--- src/rtl/mov8_sequencer.sv ---
// mov8_sequencer: one-at-a-time register move sequencer driving one-hot data-bus selects and loads.
// Self-moves keep sel low and load zero, mirroring relay-machine clear semantics.
module mov8_sequencer #(
  parameter int DATA_BUS_WIDTH = 8,
  parameter int SETTLE_CYCLES = 2,
  parameter int LOAD_CYCLES = 2
) (
  input  logic                      clk,
  input  logic                      reset,
  input  logic                      req_valid,
  output logic                      req_ready,
  input  logic [2:0]                src,
  input  logic [2:0]                dst,
  output logic [7:0]                sel,
  output logic [7:0]                ld,
  input  logic [DATA_BUS_WIDTH-1:0] data_in,
  output logic [DATA_BUS_WIDTH-1:0] last_value,
  output logic                      busy,
  output logic                      done
);
  typedef enum logic [2:0] {IDLE, SELECT, LOAD, RELEASE, DONE} state_t;
  state_t state;
  logic [3:0] cnt;
  logic [2:0] src_q, dst_q;
  logic self_move;
  assign self_move = src_q == dst_q;
  always_ff @(posedge clk or posedge reset) begin
    if (reset) begin
      state <= IDLE;
      cnt <= '0;
      src_q <= '0;
      dst_q <= '0;
      last_value <= '0;
    end else begin
      case (state)
        IDLE: if (req_valid) begin
          src_q <= src;
          dst_q <= dst;
          cnt <= 4'(SETTLE_CYCLES - 1);
          state <= SELECT;
        end
        SELECT: if (cnt == 0) begin
          cnt <= 4'(LOAD_CYCLES - 1);
          state <= LOAD;
        end else cnt <= cnt - 4'd1;
        LOAD: if (cnt == 0) begin
          last_value <= self_move ? '0 : data_in;
          state <= RELEASE;
        end else cnt <= cnt - 4'd1;
        RELEASE: state <= DONE;
        DONE: state <= IDLE;
        default: state <= IDLE;
      endcase
    end
  end
  // Decoded only from the state register, so async reset drops sel/ld at once.
  always_comb begin
    sel = (state inside {SELECT, LOAD, RELEASE} && !self_move) ? 8'b1 << src_q : '0;
    ld = (state == LOAD) ? 8'b1 << dst_q : '0;
    req_ready = state == IDLE;
    busy = state != IDLE;
    done = state == DONE;
  end
endmodule

--- config.mk ---
export PLATFORM = sky130hd
export DESIGN_NAME = mov8_sequencer
export DESIGN_NICKNAME = d
export VERILOG_FILES = /design/src/rtl/mov8_sequencer.sv
export SDC_FILE = /design/constraint.sdc
export NUM_CORES = 1
export LEC_CHECK = 0
export CORE_UTILIZATION = 47
export DETAILED_ROUTE_END_ITERATION = 16
export PLACE_DENSITY = 0.84
export SLEW_MARGIN = 20
export SYNTH_ARGS = -nofsm -noshare
export SYNTH_HDL_FRONTEND = slang
export SYNTH_SLANG_ARGS = --single-unit
--- constraint.sdc ---
create_clock -name clk -period 3.65 [get_ports clk]
set_input_delay 0.5475 -clock clk [delete_from_list [all_inputs] [get_ports clk]]
set_output_delay 0.5475 -clock clk [all_outputs]
set_load 0.005 [all_outputs]
==> run summary <==
leading area contributor after synthesis: dfrtp_1
Synth top area share: 43.30%
top cells by area, synth: dfrtp_1 (43%), o2bb2ai_1 (6.5%), nor2_1 (6.2%)
postcts setup bufs: 0
gr ovfl total: 0
vias in the first global route: 1010
layout cells sized above 1: 5.780%
hold buffers post-CTS: 0
die area: 2789 um^2
die width: 52.82 um
CTS Buffer Depth: 2
Hold Crit Class: flip-flop to flip-flop
Power Density: 744.4 nW/um^2
design area: 1678 um^2
Peak supply drop: 0.4659 mV
Setup Total Neg Slack: 0 ns
P&R area growth vs syn: 38.25%
First-pass DRT Iterations: 4
gr usage total: 22.41%
Worst setup EP type: primary output
Via-to-Cell Ratio: 5.453
asr flop ratio synth: 100.0%
initial antenna violation count: 0
IO Port Bufs: 43
Post-layout nets: 193
Final WS setup: 0.8296 ns
Seq cells post-synth: 21
final count of negative-setup-slack endpoints: 0
Synth Warn #: 0
fin crit share: 77.27%
Period minus WS final: 2.820 ns
ys flop type: dfrtp_1
Required @ worst endpoint: 3.10 ns
first-pass GRT wire length: 4.422 mm
Max-cap violations: 0
Clock Skews: 0.0007800 ns
Unique masters post-synth: 37
final hold violations: 0
H-tree levels: 1
Max Slew Vio Count: 0
core area: 2455 um^2
Worst-path clk slew: 0.11 ns
Worst Setup Path Type: flip-flop to primary output
Synth Instances: 133
area post-placement: 1650 um^2
Mapped Area: 1214 um^2
Rel. slew slack: 48.26%
CTS root buf: clkbuf_4
vias post-DR: 1107
Final Routed Wirelength: 2.727 mm
largest net degree at the start of global routing: 22
CTS sink cnt: 21
Tightest Pin Transition: 0.7753 ns
Final ANT Viol Nets: 0
post-synthesis sequential area ratio: 43.30%
drt drc: 0
CP Launch Type: flip-flop
initial drt markers: 12
Power, Total: 1249 uW
worst path arrival time: 2.27 ns
FP Rows: 18
status: finished clean
setup slack at placement: 1.203 ns
io pins: 44
syn_nets: 152
drt wl/cell: 13.43 um
CP max FO: 16
Die Span Y: 52.82 um
RSZ-0062 raised after global routing: no
Clk Latency, worst-skew pair: 0.31 ns
gpl congestion: 0.8104
Post-synth EDFFs: 0
CTS tree: done
Starting Density: 49.44%
DP Wirelength: 2.101 mm
Diodes inserted: 0
syn avg cell area: 9.125 um^2
post-cts sizing count: 0
f_max: 354.6 MHz
Static Leak: 0.0006740 uW
Num CTS Buffers: 3
[registers in the layout, indices dropped and copies added, names as in the netlist]
signal / count
state: 3
cnt: 4
dst_q: 3
src_q: 3
last_value: 8
[cell type report]
cell class                 count  area, um^2
sequential                    21       525.5
fill                         191       777.0
timing repair buffer          43       430.4
clock buffer                   3       22.52
clock inverter                 1       5.005
inverter                       5       18.77
multi-input combinational    100       638.1
tap                           30       37.54
[power breakdown]
part / switching (uW) / internal, uW
Combinational: 304 / 363
Clock: 71.5 / 41.0
Sequential: 139 / 331
Total: 515 / 734
[final timing paths]
kind | to | depth (start not counted) | slack, ns | from
min in group asynchronous | state[0] | 2 | 0.67 | reset
max in group asynchronous | state[2] | 2 | 2.51 | reset
setup reg to reg | last_value[2] | 5 | 1.83 | cnt[0]
hold / removal | last_value[6] | 1 | 0.51 | last_value[6]
hold reg to reg | last_value[6] | 1 | 0.51 | last_value[6]
setup / recovery | ld[0] | 4 | 0.83 | state[0]
[through the flow]
step | std cells | hold slack, ns | util [%]
floorplan | 133 | 0.4794 | -
global placement | 199 | 0.4711 | 67.23
detailed placement | 199 | 0.4768 | 67.23
CTS | 203 | 0.5091 | 68.35
global route | 203 | 0.5322 | 68.35
finish | 203 | 0.5083 | 68.35
[kinds of logic (layout without fill, tap and decap cells)]
family | after synthesis | in the layout | synth area share (%)
AND/OR/NAND/NOR | 62 | 62 | 26.50
AO/OA/AOI/OAI | 25 | 25 | 14.85
flip-flops | 21 | 21 | 43.30
buffers and inverters | 12 | 52 | 4.123
multiplexers | 6 | 6 | 5.567
XOR/XNOR | 5 | 5 | 3.608
adder cells (fa/ha/maj) | 2 | 2 | 2.062
[Yosys cell counts, types with 3 or more instances]
cell type  instances
o21ai_0            4
mux2_1             6
dfrtp_1           21
nand2_1           17
nor3_1             6
nand2b_1           3
clkbuf_1           5
nor2_1            20
a21oi_1            4
xor2_1             4
inv_1              4
o2bb2ai_1          9
[placed cells by master, fill, tap and decap left out, types with 2 or more instances in the layout]
cell             instances
o211ai_1                 2
or3_1                    2
a21oi_1                  4
o31ai_1                  2
o2bb2ai_1                9
nand2b_1                 3
inv_1                    4
nor2b_1                  2
nand2_1                 17
ha_1                     2
o21ai_0                  4
nor3_1                   6
nor2_1                  20
clkbuf_4                 3
clkdlybuf4s50_1         43
mux2_1                   6
dfrtp_1                 21
xor2_1                   4
[worst max-delay path, stage by stage, from the launching register on]
cell and delay (ns):
dfrtp_1 0.55, nand2b_1 0.31, or3_1 0.42, nor3_1 0.16
clkdlybuf4s50_1 0.52
[layer usage]
| layer | global-route usage [%] | part of all wire [%] | up-vias |
|---|---|---|---|
| met5 | 0 | 0 | - |
| met4 | 10.96 | 1.5 | 0 |
| met3 | 4.348 | 5.5 | 5 |
| met2 | 36.92 | 50 | 35 |
| met1 | 27.76 | 43 | 523 |
| li1 | - | - | 544 |
Power figures use the tool's default switching activity.
